### src/rtl/cpu_alu_pkg.sv
// cpu_alu_pkg: shared ALU opcodes, Z-stage FSM encoding and op classification helper
package cpu_alu_pkg;
   localparam logic [4:0] OP_ADD  = 5'd3;
   localparam logic [4:0] OP_SUB  = 5'd4;
   localparam logic [4:0] OP_AND  = 5'd5;
   localparam logic [4:0] OP_OR   = 5'd6;
   localparam logic [4:0] OP_SHR  = 5'd7;
   localparam logic [4:0] OP_SHRA = 5'd8;
   localparam logic [4:0] OP_SHL  = 5'd9;
   localparam logic [4:0] OP_ROR  = 5'd10;
   localparam logic [4:0] OP_ROL  = 5'd11;
   localparam logic [4:0] OP_MUL  = 5'd15;
   localparam logic [4:0] OP_DIV  = 5'd16;
   localparam logic [4:0] OP_NEG  = 5'd17;
   localparam logic [4:0] OP_NOT  = 5'd18;
   typedef enum logic [1:0] {IDLE, START, WAIT} state_t;
   function automatic logic is_multi(input logic [4:0] op);
      return op == OP_MUL || op == OP_DIV;
   endfunction
endpackage

### src/rtl/z_bus_mux.sv
// z_bus_mux: drives one half of Z onto the internal bus; low half has priority, idle bus reads 0
module z_bus_mux (
   input  logic [63:0] z,
   input  logic        zhigh_out,
   input  logic        zlow_out,
   output logic [31:0] bus_out
);
   assign bus_out = zlow_out ? z[31:0] : zhigh_out ? z[63:32] : 32'h0;
endmodule

### src/rtl/alu_z_stage.sv
// alu_z_stage: captures ALU results into the 64-bit Z register, runs the MUL/DIV
// start/done handshake with timeout, and drives Z halves onto the bus with flags.
module alu_z_stage
   import cpu_alu_pkg::*;
#(
   parameter int MC_TIMEOUT = 64,
   parameter int CNT_W      = 7
) (
   input  logic        clock,
   input  logic        clear_n,
   input  logic        zin,
   input  logic [4:0]  op_sel,
   input  logic [31:0] alu_lo,
   input  logic [63:0] mc_result,
   input  logic        mc_done,
   output logic        mc_start,
   output logic        mc_abort,
   input  logic        zhigh_out,
   input  logic        zlow_out,
   output logic [31:0] bus_out,
   output logic        z_valid,
   output logic        busy,
   output logic        flag_zero,
   output logic        flag_neg,
   output logic        err
);
   state_t           state, state_nx;
   logic [63:0]      z;
   logic [CNT_W-1:0] cnt;
   logic             done_hit, time_hit;
   always_comb begin
      done_hit = state == WAIT && mc_done;
      time_hit = state == WAIT && !mc_done && cnt == CNT_W'(MC_TIMEOUT - 1);
      state_nx = state == IDLE  ? (zin && is_multi(op_sel) ? START : IDLE)
               : state == START ? WAIT
               : done_hit || time_hit ? IDLE : WAIT;
   end
   assign mc_start  = state == START;
   assign mc_abort  = time_hit;
   assign busy      = state != IDLE;
   assign flag_zero = z[31:0] == 32'h0;
   assign flag_neg  = z[31];
   always_ff @(posedge clock or negedge clear_n)
      if (!clear_n) begin
         state   <= IDLE;
         z       <= '0;
         cnt     <= '0;
         z_valid <= 1'b0;
         err     <= 1'b0;
      end else begin
         state <= state_nx;
         cnt   <= state == WAIT ? cnt + 1'b1 : '0;
         if (state == IDLE && zin) begin
            z_valid <= !is_multi(op_sel);
            err     <= 1'b0;
            if (!is_multi(op_sel)) z <= {32'h0, alu_lo};
         end else if (done_hit) begin
            z       <= mc_result;
            z_valid <= 1'b1;
         end else if (time_hit) begin
            z       <= '0;
            z_valid <= 1'b1;
            err     <= 1'b1;
         end
      end
   z_bus_mux u_mux (
      .z         (z),
      .zhigh_out (zhigh_out),
      .zlow_out  (zlow_out),
      .bus_out   (bus_out)
   );
endmodule

### config.mk
export PLATFORM = sky130hd
export DESIGN_NAME = alu_z_stage
export DESIGN_NICKNAME = d
export VERILOG_FILES = /design/src/rtl/cpu_alu_pkg.sv /design/src/rtl/z_bus_mux.sv /design/src/rtl/alu_z_stage.sv
export SDC_FILE = /design/constraint.sdc
export NUM_CORES = 1
export LEC_CHECK = 0
export CORE_UTILIZATION = 50
export DETAILED_ROUTE_END_ITERATION = 6
export GPL_TIMING_DRIVEN = 0
export HOLD_SLACK_MARGIN = 0.12
export MAX_ROUTING_LAYER = met4
export PLACE_DENSITY = 0.91
export SKIP_LAST_GASP = 1
export SLEW_MARGIN = 15
export SYNTH_ARGS = -nofsm -noshare
export SYNTH_HDL_FRONTEND = slang
export SYNTH_SLANG_ARGS = --single-unit
### constraint.sdc
create_clock -name clock -period 4 [get_ports clock]
set_input_delay 0.4 -clock clock [delete_from_list [all_inputs] [get_ports clock]]
set_output_delay 0.4 -clock clock [all_outputs]
set_load 0.02 [all_outputs]
### Word level (Yosys, flattened, before mapping)

Index checks and enable logic that the tools add are counted.

| cells by class | value |
|---|---|
| add/subtract/negate cells | 1 |
| equality and inequality tests | 7 |
| multiplexer cells | 16 |
| reductions and logical operators | 16 |

Operator list:

| operator | count |
|---|---|
| 64-bit 2-to-1 mux | 4 |
| 32-bit 2-to-1 mux | 2 |
| 32-bit logical NOT | 1 |
| 7-bit by 1-bit adder with 7-bit output (second input constant) | 1 |
| 7-bit by 6-bit equality test with 1-bit output (second input constant) | 1 |
| 7-bit 2-to-1 mux | 1 |
| 1-bit 2-to-1 mux | 6 |
| 2-bit 2-to-1 mux | 3 |
| 5-bit by 4-bit equality test with 1-bit output (second input constant) | 1 |
| 5-bit equality test (second input constant) | 1 |
| 1-bit logical AND | 5 |
| 2-bit AND reduction | 2 |
| 2-bit nonzero test | 2 |
| 3-bit nonzero test | 1 |
| 2-bit by 1-bit equality test with 1-bit output (second input constant) | 1 |
| 2-bit equality test (second input constant) | 1 |
| 1-bit logical NOT | 2 |
| 2-bit logical NOT | 1 |
| 1-bit logical OR | 2 |
| 2-bit by 1-bit != test with 1-bit output (second input constant) | 1 |
| 2-bit != test (second input constant) | 1 |

| word-level totals | value |
|---|---|
| flip-flop bits (word level) | 75 |
| input bits | 107 |
| output and inout bits | 39 |

### Depth between registers and ports, before layout

| logic depth | value |
|---|---|
| depth after elaboration | 7 |
| gate-level depth with buffers | 7 |
| gate-level depth less buffers | 5 |

### Hierarchy

A second synthesis with hierarchy kept.

| unflattened totals | value |
|---|---|
| cells, all modules | 483 |
| area, all modules | 4459.3 um^2 |

By module, submodules not included:

| module | instances | cells an instance | area an instance (um^2) | sequential area each (um^2) |
|---|---|---|---|---|
| alu_z_stage | 1 | 439 | 4097.7 | 1876.8 |
| z_bus_mux | 1 | 44 | 361.6 | 0.0 |

### Least setup slack after synthesis

OpenSTA, ideal clock, no wires.

| timing path | value |
|---|---|
| path kind | register to output |
| start point | register cnt[0] |
| end point | output mc_abort |
| data arrival time | 1.414 ns |
| required time | 3.600 ns |
| path slack | 2.186 ns |
| cell stages (with the launch flop) | 6 |
| path buffers | 1 |
| path through | dfrtp_1 ha_1 and4_1 nand3_1 clkbuf_1 nor2_1 |

| between the ends | value |
|---|---|
| word-level cells in the longest chain between the ends | 2 |

Ends and longest elaborated chain:

| item | line | RTL |
|---|---|---|
| start, declared | alu_z_stage.sv:29 | `logic [CNT_W-1:0] cnt;` |
| start signal, assigned | alu_z_stage.sv:52 | `cnt <= state == WAIT ? cnt + 1'b1 : '0;` |
| 7-bit by 6-bit equality test with 1-bit output | alu_z_stage.sv:33 | `time_hit = state == WAIT && !mc_done && cnt == CNT_W'(MC_TIMEOUT - 1);` |
| 1-bit logical AND | alu_z_stage.sv:33 |  |
| end, declared | alu_z_stage.sv:17 | `output logic mc_abort,` |

No other way between the ends.

### Worst setup path after layout

| timing path | value |
|---|---|
| start point | input zhigh_out |
| end point | output bus_out[20] |

| between the ends | value |
|---|---|
| word-level cells in the longest chain between the ends | 2 |

Ends and longest elaborated chain:

| item | line | RTL |
|---|---|---|
| start, declared | alu_z_stage.sv:18 | `input logic zhigh_out,` |
| 32-bit 2-to-1 mux (2 in series) | z_bus_mux.sv:8 | `assign bus_out = zlow_out ? z[31:0] : zhigh_out ? z[63:32] : 32'h0;` |
| end, declared | alu_z_stage.sv:20 | `output logic [31:0] bus_out,` |

No other way between the ends.

==> flow_metrics.tcl <==
set metrics [dict create \
    yosysSeqAreaShare 0.4231 \
    drtIter0Drc 637 \
    antenna_found_initial 0 \
    port_buffers 144 \
    diodes 0 \
    vias_per_cell 6.783 \
    avgRoutedWirePerCell_um 20.89 \
    clockBufferDepth 2 \
    hold_class "flip-flop to flip-flop" \
    place_ws_ps 1038 \
    initial_core_util 0.5292 \
    antenna_left 0 \
    maxSlewViolCount 0 \
    rsz0062_at_grt "false" \
    fin_util 0.7401 \
    synth_area_leaders "dfrtp_1, a22o_1, o21ai_0" \
    drt-pass1-iter-count 6 \
    syn_avg_cell_area_um2 9.202 \
    clk_pin_slew_ps 70 \
    grt_start_max_net_pins 43 \
    criticalPathCategory "input port to output port" \
    totalWireLength_um 15610 \
    vias 5067 \
    fin_crit_sh 0.7510 \
    async_reset_ff_frac 1.000 \
    drv_cap 0 \
    fin_ws_ps 996.0 \
    drcViolationCount 0 \
    power_density_nw_per_um2 330.5 \
    synthFlopType "dfrtp_1" \
    synth_fp_nets 590 \
    relSlewSlack 0.2485 \
    status "complete, no violations" \
    fin_crit_ps 3004 \
    fillers 610 \
    yosysTopAreaCell "dfrtp_1" \
    syn_inst 482 \
    die_w_um 96.19 \
    critPathLaunchType "input port" \
    hold_violations 0 \
    synth_cell_types 36 \
    place_congestion 0.9677 \
    cts_tree "built" \
    grt_pass1_vias 4882 \
    synthesis.area_um2 4436 \
    ctsHtreeMaxLevel 3 \
    finClkSkew_ps 7.297 \
    clock_sinks 75 \
    cp.arrival_ps 2600 \
    whs_ps 462.4 \
    synth_most_common_cell "dfrtp_1" \
    synth_common_cells "dfrtp_1, o21ai_0, a22o_1" \
    dpl.hpwl_um 10970 \
    clkLatencyLatePin_ps 360 \
    grt_pass1_wl_um 24030 \
    cts_made_buffers 9 \
    io_pins 146 \
    synth_seq_cells 75 \
    grt_usage 0.3572 \
    finalInstanceArea_um2 6203 \
    layout-drive-gt1-share 0.05452 \
    fp-row-count 33 \
    yosysWarnings 0 \
    post_cts_resized 0 \
    worst_slew_pin_slew_ps 1119 \
    synth-edff-count 0 \
    clockRootBuffer "clkbuf_8" \
    synth_top_area_frac 0.4231 \
    fmax_mhz 332.9 \
    worst_ep_required_time_ps 3600 \
    core-area_um2 8382 \
    die_h_um 96.19 \
    crit_fanout 10 \
    end_kind "output port" \
    fin_nets 747 \
    power_leakage_nw 2.583 \
    overflow 0 \
    syn_to_final_growth_pct 39.86 \
    die_area_um2 9252 \
    place_area_um2 6026 \
    vdd_drop_max_v 0.0001828 \
    setup_viol 0 \
]
## registers in the layout, summed over array words and instances, names as in the netlist
register  count
z_valid       1
state         2
z            64
cnt           7
err           1
## power breakdown
group          internal [W]  leakage [nW]  switching (W)
clock network      0.000252        0.0843       0.000285
logic              0.000312          1.54       0.000299
registers          0.000831         0.959      0.0000719
## area by class of cell
class	instances	area, um^2	area share
Inverter	34	127.6	0.02057
Buffer	59	274.0	0.04417
Clock inverter	2	12.51	0.002017
Sequential cell	75	1877	0.3025
Clock buffer	12	155.1	0.02501
Multi-Input combinational cell	314	2157	0.3477
Tap cell	105	131.4	0.02118
Timing Repair Buffer	146	1469	0.2368
## critical path, cell delays in order
cell	delay, ps
clkdlybuf4s50_1	470
nor2b_1	380
clkbuf_1	510
a22o_1	240
clkdlybuf4s50_1	600
## metrics by stage
step	setup TNS [ps]	instances	power (W)
3_5_place_dp	0	732	0.001508
5_1_grt	0	747	0.002128
3_3_place_gp	-2303	731	0.001492
2_1_floorplan	0	482	0.001204
6_report	0	747	0.002050
4_1_cts	0	747	0.002039
## layer usage
metal	global-route usage	wire [um]	up-vias
met4	0.1816	588	0
li1	-	-	2215
met1	0.4435	6030	2413
met3	0.07425	1697	53
met2	0.5514	7288	386
met5	-	0	-
## placed cells by master, fill, tap and decap left out, types with 2 or more instances in the layout
cell / Yosys / routed
buf_1: 4 / 4
nand2_1: 3 / 3
nor4_1: 8 / 8
xor2_1: 2 / 2
clkbuf_1: 38 / 39
dfrtp_1: 75 / 75
a22o_1: 63 / 63
o21a_1: 2 / 2
inv_1: 34 / 34
o21ai_0: 66 / 66
nand2b_1: 2 / 2
nand3_1: 3 / 3
clkdlybuf4s50_1: 0 / 143
o22ai_1: 32 / 32
nor2b_1: 5 / 5
buf_6: 5 / 5
nor2_1: 11 / 11
clkbuf_8: 0 / 11
buf_2: 12 / 12
nand4_1: 3 / 3
a21oi_1: 33 / 33
a222oi_1: 32 / 32
a22oi_1: 33 / 33
nor3_1: 2 / 2
## repair_timing
item	in CTS	in global routing
setup buffers	0	0
hold buffers	1	0
endpoints found under the hold margin	33	0
## final timing paths
path	from	end	slack, ps	cells past startpoint
setup / recovery	zhigh_out	bus_out[20]	1000	5
hold / removal	cnt[0]	cnt[0]	460	1
setup reg to reg	state[1]	z[38]	1430	6
hold reg to reg	cnt[0]	cnt[0]	460	1
max in group asynchronous	clear_n	z[35]	2880	3
min in group asynchronous	clear_n	z[54]	540	2
## cell families after synthesis
| family | after synthesis | synth area share |
|---|---|---|
| fa+ha+maj | 1 | 0.002820 |
| compound gates | 265 | 0.4209 |
| simple gates | 45 | 0.05670 |
| buf+inv | 93 | 0.09055 |
| flops | 75 | 0.4231 |
| xor+xnor | 3 | 0.005925 |
Note: power is estimated with default switching activity, not from simulation.
